===== src/rtl/pll_mdrp_responder.sv =====
// MDRP responder: register file with ID/STATUS/divider/scratch entries and lock emulation.
// Latency: READ data one cycle after the sampling edge; writes take effect at the sampling edge.
// Backpressure: none; one access is accepted every cycle.
module pll_mdrp_responder #(
   parameter int          ADDR_W      = 6,
   parameter int          LOCK_DELAY  = 64,
   parameter logic [7:0]  RESET_FBDIV = 8'd18
) (
   input  logic       mdclk,
   input  logic       reset,
   input  logic [1:0] mdopc,
   input  logic       mdainc,
   input  logic [7:0] mdwdi,
   output logic [7:0] mdrdo,
   output logic       lock,
   output logic [7:0] cfg_idiv,
   output logic [7:0] cfg_fbdiv,
   output logic [7:0] cfg_odiv,
   output logic       cfg_update
);

   localparam int DEPTH = 1 << ADDR_W;
   localparam int CNT_W = (LOCK_DELAY > 2) ? $clog2(LOCK_DELAY) : 1;

   localparam logic [1:0] OPC_NOP   = 2'b00;
   localparam logic [1:0] OPC_WRITE = 2'b01;
   localparam logic [1:0] OPC_READ  = 2'b10;
   localparam logic [1:0] OPC_ADDR  = 2'b11;

   localparam logic [ADDR_W-1:0] A_ID     = ADDR_W'(0);
   localparam logic [ADDR_W-1:0] A_IDIV   = ADDR_W'(1);
   localparam logic [ADDR_W-1:0] A_FBDIV  = ADDR_W'(2);
   localparam logic [ADDR_W-1:0] A_ODIV   = ADDR_W'(3);
   localparam logic [ADDR_W-1:0] A_STATUS = ADDR_W'(4);
   localparam logic [7:0]        ID_VAL   = 8'h5A;

   typedef enum logic {ST_RELOCK, ST_LOCKED} state_t;

   logic [7:0]        r_regs [DEPTH];
   logic [ADDR_W-1:0] r_ptr;
   logic [7:0]        r_rdo;
   logic              r_cfg_update;
   state_t            r_state;
   state_t            w_state_nxt;
   logic [CNT_W-1:0]  r_cnt;
   logic [CNT_W-1:0]  w_cnt_nxt;
   logic              w_wr;
   logic              w_wr_keep;
   logic              w_div_wr;
   logic [7:0]        w_rd_dat;

   assign w_wr      = (mdopc == OPC_WRITE);
   // ID and STATUS are synthesised on read, so writes to them are discarded
   assign w_wr_keep = w_wr && (r_ptr != A_ID) && (r_ptr != A_STATUS);
   assign w_div_wr  = w_wr && ((r_ptr == A_IDIV) || (r_ptr == A_FBDIV) || (r_ptr == A_ODIV));

   // Register file: reset to the map defaults, store accepted writes
   always_ff @(posedge mdclk) begin
      if (reset) begin
         for (int i = 0; i < DEPTH; i++) r_regs[i] <= '0;
         r_regs[A_IDIV]  <= 8'd1;
         r_regs[A_FBDIV] <= RESET_FBDIV;
         r_regs[A_ODIV]  <= 8'd1;
      end else if (w_wr_keep) begin
         r_regs[r_ptr] <= mdwdi;
      end
   end

   // Address pointer: load on ADDR, otherwise optional post-increment (wraps naturally)
   always_ff @(posedge mdclk) begin
      if (reset) begin
         r_ptr <= '0;
      end else if (mdopc == OPC_ADDR) begin
         r_ptr <= mdwdi[ADDR_W-1:0];
      end else if (mdainc) begin
         r_ptr <= r_ptr + ADDR_W'(1);
      end
   end

   // Read mux: ID constant, STATUS reflects current lock, everything else from the file
   always_comb begin
      w_rd_dat = r_regs[r_ptr];
      if (r_ptr == A_ID)     w_rd_dat = ID_VAL;
      if (r_ptr == A_STATUS) w_rd_dat = {7'd0, lock};
   end

   // Read data register holds until the next READ; update strobe follows divider writes
   always_ff @(posedge mdclk) begin
      if (reset) begin
         r_rdo        <= '0;
         r_cfg_update <= 1'b0;
      end else begin
         if (mdopc == OPC_READ) r_rdo <= w_rd_dat;
         r_cfg_update <= w_div_wr;
      end
   end

   // Lock FSM state and settle counter
   always_ff @(posedge mdclk) begin
      if (reset) begin
         r_state <= ST_RELOCK;
         r_cnt   <= '0;
      end else begin
         r_state <= w_state_nxt;
         r_cnt   <= w_cnt_nxt;
      end
   end

   // Lock FSM next state: any divider write restarts the settle window from zero
   always_comb begin
      w_state_nxt = r_state;
      w_cnt_nxt   = r_cnt;
      case (r_state)
         ST_RELOCK: begin
            if (w_div_wr) begin
               w_cnt_nxt = '0;
            end else if (r_cnt == CNT_W'(LOCK_DELAY - 1)) begin
               w_state_nxt = ST_LOCKED;
               w_cnt_nxt   = '0;
            end else begin
               w_cnt_nxt = r_cnt + CNT_W'(1);
            end
         end
         ST_LOCKED: begin
            if (w_div_wr) begin
               w_state_nxt = ST_RELOCK;
               w_cnt_nxt   = '0;
            end
         end
         default: begin
            w_state_nxt = ST_RELOCK;
            w_cnt_nxt   = '0;
         end
      endcase
   end

   assign mdrdo      = r_rdo;
   assign lock       = (r_state == ST_LOCKED);
   assign cfg_update = r_cfg_update;
   assign cfg_idiv   = r_regs[A_IDIV];
   assign cfg_fbdiv  = r_regs[A_FBDIV];
   assign cfg_odiv   = r_regs[A_ODIV];

endmodule


===== config.mk =====
export PLATFORM = sky130hd
export DESIGN_NAME = pll_mdrp_responder
export DESIGN_NICKNAME = d
export VERILOG_FILES = /design/src/rtl/pll_mdrp_responder.sv
export SDC_FILE = /design/constraint.sdc
export NUM_CORES = 1
export LEC_CHECK = 0
export BUFFER_PORTS_ARGS = -buffer_cell sky130_fd_sc_hd__buf_4
export CORE_MARGIN = 4
export CORE_UTILIZATION = 40
export DETAILED_ROUTE_END_ITERATION = 10
export PLACE_DENSITY = 0.59
export SYNTH_ARGS = -nofsm -noshare
export SYNTH_HDL_FRONTEND = slang
export SYNTH_SLANG_ARGS = --single-unit

===== constraint.sdc =====
create_clock -name mdclk -period 3.4 [get_ports mdclk]
set_clock_uncertainty 0.2 [all_clocks]
set_input_delay 0.17 -clock mdclk [delete_from_list [all_inputs] [get_ports mdclk]]
set_output_delay 0.17 -clock mdclk [all_outputs]
set_load 0.005 [all_outputs]

Yosys cells after proc, flatten, opt, wreduce, memory -nomap -nowiden

Memories as Yosys holds them, arrays and structs flattened. A register that Yosys moved wholly into a read port is not among the register bits.
Index checks and enable logic that the tools add are counted.

Equal/unequal tests: 10
Add/sub/neg operators: 2
Reductions and logical operators: 9
Multiplexer cells: 25
Bitwise operators: 4

Operator list:

| kind                                                                     | number |
|---|---|
| 6-bit two-way mux                                                        | 8 |
| 8-bit two-way mux                                                        | 6 |
| 6-bit by 1-bit adder with 6-bit output (second input constant)           | 2 |
| 6-bit by 2-bit == test with 1-bit output (second input constant)         | 2 |
| 6-bit case mux with 2 select lines                                       | 1 |
| 1-bit two-way mux                                                        | 9 |
| 8-bit OR reduction                                                       | 1 |
| 6-bit by 1-bit == test with 1-bit output (second input constant)         | 1 |
| 6-bit by 3-bit == test with 1-bit output (second input constant)         | 1 |
| 6-bit == test (second input constant)                                    | 1 |
| 6-bit zero test                                                          | 1 |
| 6-bit by 3-bit inequality test with 1-bit output (second input constant) | 1 |
| 6-bit nonzero test                                                       | 1 |
| 2-bit == test (second input constant)                                    | 2 |
| 1-bit logical AND                                                        | 3 |
| 1-bit bitwise OR                                                         | 3 |
| 2-bit by 1-bit == test with 1-bit output (second input constant)         | 1 |
| 1-bit logical OR                                                         | 2 |
| 2-bit by 1-bit inequality test with 1-bit output (second input constant) | 1 |
| 1-bit case mux with 2 select lines                                       | 1 |
| 2-bit nonzero test                                                       | 1 |
| 1-bit NOT                                                                | 1 |

RAM bits: 512
Output and inout bits: 34
Logic and storage cells: 56
Bits in registers: 22
Bits of input ports: 13
Memories: 1

Memories:

| name   | words | width | rd ports | clocked after memory_dff | write ports | line | RTL |
|---|---|---|---|---|---|---|---|
| r_regs | 64    | 8     | 4        | 1                        | 64          | 39   | `logic [7:0] r_regs [DEPTH];` |

Longest topological paths before layout

Gate-level depths: netlist of run 1.

Depth after elaboration: 8
Gate-level depth with buffers: 9
Gate-level depth less buffers: 7

Least setup slack after synthesis of run 1

OpenSTA, ideal clock, no wires.

Path type: register to register
Start: register r_ptr[0]
End: memory r_regs[61][0] (enable)
Setup slack: 0.629 ns
Path buffers: 1
Stages on the path, launching flop included: 9
Setup time: 0.329 ns
Arrival time: 2.242 ns
Path through: dfxtp_1 > clkbuf_1 > inv_1 > ha_1 > nor4b_4 > nor3_1 > nand4_1 > nor2_1 > or2_1

RTL lines:

| item                     | line | RTL |
|---|---|---|
| start: declaration       | 40   | `logic [ADDR_W-1:0] r_ptr;` |
| start signal: assignment | 74   | `r_ptr <= mdwdi[ADDR_W-1:0];` |
| start signal: assignment | 76   | `r_ptr <= r_ptr + ADDR_W'(1);` |
| end: declaration         | 39   |  |

==> reports/metrics.csv, run 1 <==
stage;metric;value;unit
status;outcome;finished, final reports clean;
floorplan;core;0.06171;mm2
cells_and_area;stdcell_count;2644;
synthesis;synth_top_area_cell;edfxtp_1;
cells_and_area;final_area;0.02822;mm2
synthesis;synth-compound-area-share;2.301;%
sta;slew_headroom;37.25;%
clock_tree;cts_buffer_depth;3;
route;drt-initial-drc-count;1237;
clock_tree;htree_levels;2;
clock_tree;cts_sinks;540;
sta;max_freq;0.3112;GHz
setup_path;required;3480;ps
synthesis;synth_cells;1698;
route;vias;14370;
route;wl_per_cell;25.24;um
floorplan;rows;91;
sta;setup_violations;0;
floorplan;dieArea;0.06645;mm2
global_route;grt_pass1_wl;98.68;mm
clock_tree;clock_latency;610;ps
synthesis;synthMuxAreaShare;12.70;%
sta;worst_pin_slew;941.2;ps
pwr;total_power;14.87;mW
synthesis;async_flop_share;0;%
clock_tree;root_buffer;clkbuf_16;
synthesis;ys_top_cells_by_area;edfxtp_1 (62%), and2_1 (13%), mux4_2 (11%);
synthesis;synth-adder-area-share;0.2507;%
synthesis;ys_dominant_reg_cell;edfxtp_1;
synthesis;ys_types;58;
synthesis;seq_area_frac_synth;63.86;%
sta;finalHoldViolations;0;
floorplan;fp.dieH;257.8;um
synthesis;ys_ff_latch;540;
place;dpl_cell_area;0.02644;mm2
clock_tree;path_clk_slew;60;ps
cells_and_area;nFillCells;5439;
setup_path;endpoint_kind;register;
place;post-place-ws;262.3;ps
pwr;ir_worst_vdd;0.3952;mV
floorplan;die_w;257.8;um
route;drt-total-wl;66.73;mm
floorplan;io_pins;47;
cells_and_area;multiInputGateArea;0.008481;mm2
place;dp.cells;2536;
sta;maxSlewViolCount;0;
clock_tree;cts_buffers;56;
flow_run;drv_cap;0;
synthesis;synth_edf_count;512;
cells_and_area;nets;1781;
sta;fin_crit_sh;94.52;%
synthesis;syn-cell-area;0.02496;mm2
setup_path;crit_path_max_fanout;9;
clock_tree;cts_tree;yes;
place;gp_congestion;0.8253;
synthesis;synth_xor_xnor_area_share;0.2106;%
synthesis;avgSynthCellArea;14.70;um2
route;ant_nets;0;
cells_and_area;final_cell_mix;and2_1 (514), edfxtp_1 (512), mux4_2 (124);
floorplan;start_util;40.44;%
cells_and_area;regArea;0.01595;mm2
route;viasPerCell;5.436;
sta;fin_crit;3214;ps
global_route;antenna_found_initial;0;
sta;rsz0062_at_grt;no;
cells_and_area;final_common_cell;and2_1;
pwr;p_leak;10.16;nW
cells_and_area;area_growth;13.08;%
hold_path;hold_class;input port to register;
global_route;track_usage;19.86;%
setup_path;worstPathArrival;3300;ps
setup_path;startpoint_type;register;
place;dp_hpwl;42.84;mm
route;drc;0;
sta;fin_tns_setup;0;ps
global_route;grt_max_degree;66;
place;io_buffers;46;
setup_path;criticalPathCategory;register to register;
synthesis;synth_warnings;0;
route;dr.pass1.iters;5;
pwr;power_density;526.9;mW/mm2
synthesis;syn_nets;1716;
synthesis;synth_top_family_by_area;simple AND/OR/NAND/NOR gates;
clock_tree;cts_setup_buffers;0;
synthesis;synth-simple-area-share;18.52;%
sta;fin_ws;186.4;ps
global_route;first_global_vias;14480;
cells_and_area;drive_gt1_share;20.54;%
synthesis;yosys.area.top_type_share;61.61;%
global_route;grt_remaining_overflow;0;
[through the flow]
step / util (%) / hold slack [ps]
2_1_floorplan: - / 185.8
3_3_place_gp: 42.84 / 262.8
3_5_place_dp: 42.84 / 272.4
4_1_cts: 45.72 / 36.39
5_1_grt: 45.72 / 58.25
6_report: 45.73 / 48.51
[timing repair]
| item | in CTS | in global routing |
|---|---|---|
| hold buffers | 6 | 0 |
| hold endpoints to repair | 22 | 0 |
| gates resized for setup | 0 | 0 |
[power breakdown]
| group | internal [mW] | leakage, nW | switching [mW] | total [mW] |
|---|---|---|---|---|
| clock | 3.34 | 0.841 | 2.56 | 5.90 |
| combinational | 0.536 | 3.81 | 0.790 | 1.33 |
| sequential | 7.49 | 5.51 | 0.151 | 7.64 |
[final timing paths]
path / from / to / slack [ps] / cells after the start
max reg2reg: r_ptr[0] / r_regs[31][3] / 190 / 7
min reg2reg: r_cnt[5] / r_cnt[5] / 280 / 1
min: mdwdi[2] / register / 50 / 3
max: r_ptr[0] / r_regs[31][3] / 190 / 7
[cell families (layout without fill, tap and decap cells)]
logic type,count (synthesis),after routing
flops,540,540
xor+xnor,6,6
buf+inv,119,227
simple gates,789,789
compound gates,81,81
fa+ha+maj,5,5
other cells,0,1
mux,158,158
[Yosys cell counts, drive strengths merged (3+ instances only)]
master / n
clkbuf: 76
nor2b: 9
edfxtp: 512
mux2: 4
nand3b: 3
mux2i: 28
a211oi: 6
o211ai: 6
nor2: 86
or3: 8
xor2: 4
nand3: 32
a311oi: 3
ha: 5
nand2b: 7
nand4: 7
o21ai: 7
nor3: 7
dfxtp: 28
inv: 3
mux4: 126
or2: 66
and2: 514
o22ai: 7
a221oi: 3
nand2: 40
a22oi: 23
a21oi: 12
buf: 39
[area by class of cell]
class,count,share of cell area [%]
flip-flops and latches,540,56.51
multi-input cells,1039,30.05
clock buffers,75,5.365
well taps,837,3.711
repair buffers,122,3.565
clock inverters,26,0.7360
inverters,4,0.05321
diodes,1,0.008868
[sequential cells by signal, indices dropped and copies added (netlist names), named ones only]
signal,count
cfg_update,1
lock,1
r_ptr,6
r_regs,512
mdrdo,8
r_cnt,6
[worst max-delay path, cell delays in order (launching register included)]
cell     delay, ps
dfxtp_1        330
inv_1           90
ha_1           230
nor4b_4        150
nor3_1         420
nand4_1        330
nor2_1         740
or2_2          390
[routing by layer]
metal	part of all wire [%]	GRT usage [%]	up-vias
met5	0	0	-
met4	1.9	4.371	0
met3	5.1	2.991	73
met2	49	33.20	416
met1	44	27.84	7515
li1	-	-	6369
Power figures use the tool's default switching activity.
==> inputs of run 2 (changes only) <==
--- a/config.mk
+++ b/config.mk
@@ -7,9 +7,9 @@
 export LEC_CHECK = 0
 export BUFFER_PORTS_ARGS = -buffer_cell sky130_fd_sc_hd__buf_4
 export CORE_MARGIN = 4
-export CORE_UTILIZATION = 40
+export CORE_UTILIZATION = 45
 export DETAILED_ROUTE_END_ITERATION = 10
-export PLACE_DENSITY = 0.59
+export PLACE_DENSITY = 0.64
 export SYNTH_ARGS = -nofsm -noshare
 export SYNTH_HDL_FRONTEND = slang
 export SYNTH_SLANG_ARGS = --single-unit
==> reports/metrics.csv, run 2 (synthesized netlist as in run 1, its figures left out) <==
stage;metric;value;unit;change
status;outcome;finished, final reports clean;;
sta;fin_ws;55.25;ps;-131.1 ps
clock_tree;cts_sinks;540;;unchanged
floorplan;io_pins;47;;unchanged
clock_tree;cts_setup_buffers;0;;unchanged
clock_tree;cts_tree;yes;;
sta;slew_headroom;36.03;%;-1.2 points
global_route;first_global_vias;14440;;-0.28%
clock_tree;root_buffer;clkbuf_16;;
cells_and_area;largest-register;r_regs;;
sta;fin_crit;3345;ps;+131.1 ps
flow_run;drv_cap;0;;unchanged
floorplan;core;0.05499;mm2;-11%
setup_path;criticalPathCategory;register to register;;
sta;worst_pin_slew;959.6;ps;+18.37 ps
sta;rsz0062_at_grt;yes;;
sta;whs;97.05;ps;+48.54 ps
floorplan;fp.dieH;243.5;um;-5.5%
floorplan;dieArea;0.05929;mm2;-11%
cells_and_area;largest_reg_flops;512;;unchanged
setup_path;worstPathArrival;3400;ps;+100 ps
cells_and_area;area_growth;13.56;%;
floorplan;start_util;45.39;%;+4.9 points
sta;fin_crit_sh;98.38;%;+3.9 points
cells_and_area;nets;1796;;+0.84%
cells_and_area;nFillCells;4575;;-16%
setup_path;worstReg2RegStart;r_ptr[1];;
setup_path;crit_path_max_fanout;10;;+1
global_route;grt_remaining_overflow;0;;unchanged
clock_tree;cts_buffers;53;;-5.4%
hold_path;whs_path_depth;3;;unchanged
clock_tree;clock_latency;600;ps;about the same
setup_path;startpoint_type;register;;
cells_and_area;final_core_util;51.54;%;+5.8 points
cells_and_area;final_common_cell;and2_1;;
route;drc;0;;unchanged
global_route;track_usage;21.57;%;+1.7 points
cells_and_area;drive_gt1_share;21.58;%;+1.0 points
route;vias;14430;;+0.40%
global_route;antenna_found_initial;0;;unchanged
route;drt-initial-drc-count;1386;;+12%
route;viasPerCell;5.615;;+3.3%
place;gp_congestion;0.8579;;+4.0%
pwr;power_density;534.7;mW/mm2;+1.5%
pwr;total_power;15.15;mW;+1.9%
setup_path;reg2reg_slack;60;ps;-130 ps
place;dp_hpwl;41.15;mm;-3.9%
route;ant_nets;0;;unchanged
sta;setup_violations;0;;unchanged
floorplan;die_w;243.5;um;-5.5%
setup_path;crit_path_end;r_regs[19][3];;
setup_path;rr_worst_depth;9;;+2
route;dr.pass1.iters;5;;unchanged
clock_tree;cts_buffer_depth;3;;unchanged
clock_tree;path_clk_slew;60;ps;about the same
setup_path;r2r-end;r_regs[19][3];;
place;io_buffers;46;;unchanged
cells_and_area;final_area;0.02834;mm2;+0.42%
sta;maxSlewViolCount;0;;unchanged
route;drt-total-wl;64.29;mm;-3.7%
setup_path;cp-startpoint;r_ptr[1];;
route;wl_per_cell;25.02;um;-0.89%
setup_path;endpoint_kind;register;;
sta;max_freq;0.2990;GHz;-3.9%
place;post-place-ws;133.7;ps;-128.6 ps
clock_tree;htree_levels;2;;unchanged
pwr;ir_worst_vdd;0.4414;mV;+12%
global_route;grt_pass1_wl;94.97;mm;-3.8%
cells_and_area;final_cell_mix;and2_1 (514), edfxtp_1 (512), buf_4 (129);;
pwr;p_leak;10.31;nW;+1.4%
floorplan;rows;86;;-5.5%
setup_path;required;3460;ps;-20 ps
hold_path;hold_class;input port to register;;
sta;finalHoldViolations;0;;unchanged
place;dpl_cell_area;0.02643;mm2;about the same
global_route;grt_max_degree;68;;+3.0%
-- run 2: final cells by class --
| type | instances | area [um2] | area share [%] |
|---|---|---|---|
| Clock inverter | 31 | 377.9 | 1.333 |
| Antenna cell | 1 | 2.502 | 0.008830 |
| Tap cell | 748 | 935.9 | 3.303 |
| Inverter | 4 | 15.01 | 0.05298 |
| Multi-Input combinational cell | 1039 | 8491 | 29.96 |
| Clock buffer | 67 | 1451 | 5.122 |
| Sequential cell | 540 | 15950 | 56.27 |
| Timing Repair Buffer | 140 | 1119 | 3.947 |
-- run 2: routing by layer --
layer	GRT usage, %	vias to the layer above	part of all wire [%]
li1	-	6385	-
met3	3.522	123	6.0
met2	34.38	477	47
met5	0	-	0
met4	7.747	0	3.6
met1	30.35	7445	43
-- run 2: worst min path at each step --
stage | start | to | slack (ps)
6_report | mdwdi[3] | register | 100
5_1_grt | mdwdi[3] | register | 110
4_1_cts | mdwdi[3] | register | 60
3_5_place_dp | r_cnt[5] | r_cnt[5] | 290
3_3_place_gp | r_cnt[5] | r_cnt[5] | 260
2_1_floorplan | mdainc | register | 190
-- run 2: per-stage QoR --
step	instances	setup TNS [ps]
2_1_floorplan	1698	0
3_3_place_gp	2464	0
3_5_place_dp	2464	0
4_1_cts	2569	0
5_1_grt	2569	-5416
6_report	2570	0
-- run 2: worst max-delay path, stage by stage (launching register included) --
cell and delay (ps):
dfxtp_1 510, inv_1 150, ha_1 230, nor4b_4 150, nor4_2 410, nand3_1 390
buf_4 310, nor2_1 150, buf_4 170, or2_1 330
-- run 2: repair_timing --
action	in CTS	in global routing
endpoints found under the setup margin	0	104
hold buffers	7	0
hold endpoints to repair	20	0
gates resized for setup	0	4
-- run 2: power breakdown --
| part | switching (mW) | internal, mW |
|---|---|---|
| combinational | 0.764 | 0.525 |
| clock | 2.52 | 3.69 |
| sequential | 0.163 | 7.49 |
==> inputs of run 3 (changes only) <==
--- a/config.mk
+++ b/config.mk
@@ -8,6 +8,7 @@
 export BUFFER_PORTS_ARGS = -buffer_cell sky130_fd_sc_hd__buf_4
 export CORE_MARGIN = 4
 export CORE_UTILIZATION = 45
+export CTS_CLUSTER_DIAMETER = 30
 export DETAILED_ROUTE_END_ITERATION = 10
 export PLACE_DENSITY = 0.64
 export SYNTH_ARGS = -nofsm -noshare
==> constraint.sdc (replaced) <==
create_clock -name mdclk -period 3.99 [get_ports mdclk]
set_clock_uncertainty 0.2 [all_clocks]
set_input_delay 0.1995 -clock mdclk [delete_from_list [all_inputs] [get_ports mdclk]]
set_output_delay 0.1995 -clock mdclk [all_outputs]
set_load 0.005 [all_outputs]
==> reports/metrics.csv, run 3 (synthesized netlist as in run 1, its figures left out) <==
stage;metric;value;unit;change
setup_path;required;4090;ps;+630 ps
route;drt-total-wl;66.68;mm;+3.7%
pwr;p_leak;11.09;nW;+7.7%
clock_tree;cts_resized;0;;unchanged
global_route;track_usage;22.54;%;+0.97 points
place;gp_congestion;0.8510;;-0.80%
clock_tree;cts_buffer_depth;3;;unchanged
global_route;first_global_vias;15230;;+5.4%
cells_and_area;final_common_cell;and2_1;;
route;vias;14960;;+3.7%
floorplan;core;0.05499;mm2;unchanged
flow_run;drv_cap;0;;unchanged
clock_tree;cts_sinks;540;;unchanged
cells_and_area;final_core_util;54.62;%;+3.1 points
floorplan;fp.dieH;243.5;um;unchanged
sta;worst_pin_slew;976.1;ps;+16.52 ps
place;io_buffers;46;;unchanged
setup_path;crit_chain;inv_1 -> ha_1 -> nor4b_4 -> nor3_1 -> nand4_1 -> buf_4 -> nor2_1 -> or2_1;;
floorplan;die_w;243.5;um;unchanged
sta;max_freq;0.2764;GHz;-7.5%
sta;fin_crit_sh;90.66;%;-7.7 points
clock_tree;root_buffer;clkbuf_16;;
global_route;grt_remaining_overflow;0;;unchanged
pwr;ir_worst_vdd;0.3215;mV;-27%
place;dp_hpwl;41.59;mm;+1.1%
setup_path;slowest_delay;530;ps;+20 ps
cells_and_area;area_growth;20.35;%;
clock_tree;cts_tree;yes;;
cells_and_area;drive_gt1_share;25.55;%;+4.0 points
floorplan;start_util;45.39;%;unchanged
clock_tree;htree_levels;3;;+1
floorplan;rows;86;;unchanged
route;ant_nets;0;;unchanged
status;outcome;finished, final reports clean;;
route;wl_per_cell;25.01;um;about the same
cells_and_area;stdcell_count;2666;;+3.7%
sta;rsz0062_at_grt;no;;
pwr;total_power;16.41;mW;+8.3%
setup_path;crit_path_max_fanout;10;;unchanged
sta;slew_headroom;34.92;%;-1.1 points
setup_path;startpoint_type;register;;
setup_path;reg2reg_slack;370;ps;+320 ps
clock_tree;cts_buffers;106;;+100%
global_route;grt_pass1_wl;99.52;mm;+4.8%
cells_and_area;nets;1844;;+2.7%
global_route;antenna_found_initial;0;;unchanged
global_route;grt_max_degree;66;;-2.9%
pwr;power_density;546.4;mW/mm2;+2.2%
sta;setup_violations;0;;unchanged
setup_path;cp_num_buf_inv;2;;-1
floorplan;io_pins;47;;unchanged
route;viasPerCell;5.613;;about the same
place;dp.cells;2460;;-0.16%
setup_path;cpMaxStageDelayCell;nand4_1;;
route;dr.pass1.iters;5;;unchanged
sta;fin_tns_setup;0;ps;unchanged
floorplan;dieArea;0.05929;mm2;unchanged
cells_and_area;final_cell_mix;and2_1 (514), edfxtp_1 (512), buf_4 (125);;
sta;maxSlewViolCount;0;;unchanged
setup_path;criticalPathCategory;register to register;;
setup_path;endpoint_kind;register;;
cells_and_area;largest-register;r_regs;;
sta;whs;108.9;ps;+11.83 ps
clock_tree;path_clk_slew;50;ps;about the same
sta;finalHoldViolations;0;;unchanged
setup_path;worstPathArrival;3720;ps;+320 ps
clock_tree;clock_latency;640;ps;+40 ps
route;drt-initial-drc-count;1560;;+13%
cells_and_area;largest_reg_flops;512;;unchanged
setup_path;critical-path-top-delay-family;simple AND/OR/NAND/NOR gates;;
cells_and_area;antenna_cells;0;;-1
sta;fin_crit;3617;ps;+272.6 ps
hold_path;hold_class;input port to register;;
route;drc;0;;unchanged
run 3: cell type report:
| type | count | area (um2) |
|---|---|---|
| fill | 4352 | 24950 |
| sequential | 540 | 15950 |
| multi-input combinational | 1039 | 8481 |
| clock buffer | 116 | 2711 |
| timing repair buffer | 135 | 1079 |
| tap | 748 | 935.9 |
| clock inverter | 84 | 865.8 |
| inverter | 4 | 15.01 |
run 3: worst paths after layout:
| path | startpoint | endpoint | depth (start not counted) |
|---|---|---|---|
| min | mdwdi[1] | register | 3 |
| max reg2reg | r_ptr[0] | r_regs[61][1] | 8 |
| min reg2reg | r_cnt[0] | r_cnt[0] | 2 |
| max | r_ptr[0] | r_regs[61][1] | 8 |
run 3: metal layers:
layer	vias to the layer above	GRT usage (%)	routed length, um
met1	7628	30.88	27630
met5	-	0	0
li1	6546	-	-
met4	0	8.641	2118
met2	672	36.36	32090
met3	117	3.973	4841
run 3: stage by stage:
step / worst slack [ps] / cell area (um2)
finish: 372.6 / 30030
CTS: 432.6 / 30030
detailed placement: 439.8 / 26400
floorplan: 1219 / 24960
global route: 132.8 / 30030
global placement: 610.1 / 26400
run 3: timing repair:
| item | 4_1_cts | 5_1_grt |
|---|---|---|
| setup buffers | 0 | 0 |
| hold buffers | 6 | 0 |
| endpoints found under the hold margin | 25 | 0 |
run 3: where the power goes:
| part | switching [mW] | internal [mW] |
|---|---|---|
| clock | 3.07 | 5.71 |
| combinational | 0.638 | 0.436 |
| sequential | 0.156 | 6.40 |
| total | 3.86 | 12.5 |
run 3: worst reg2reg max path, delay by kind of cell, from the launching register on:
kind          cells  cell delay (ps)
simple gates      5             1780
buf+inv           2              550
flops             1              520
fa+ha+maj         1              240
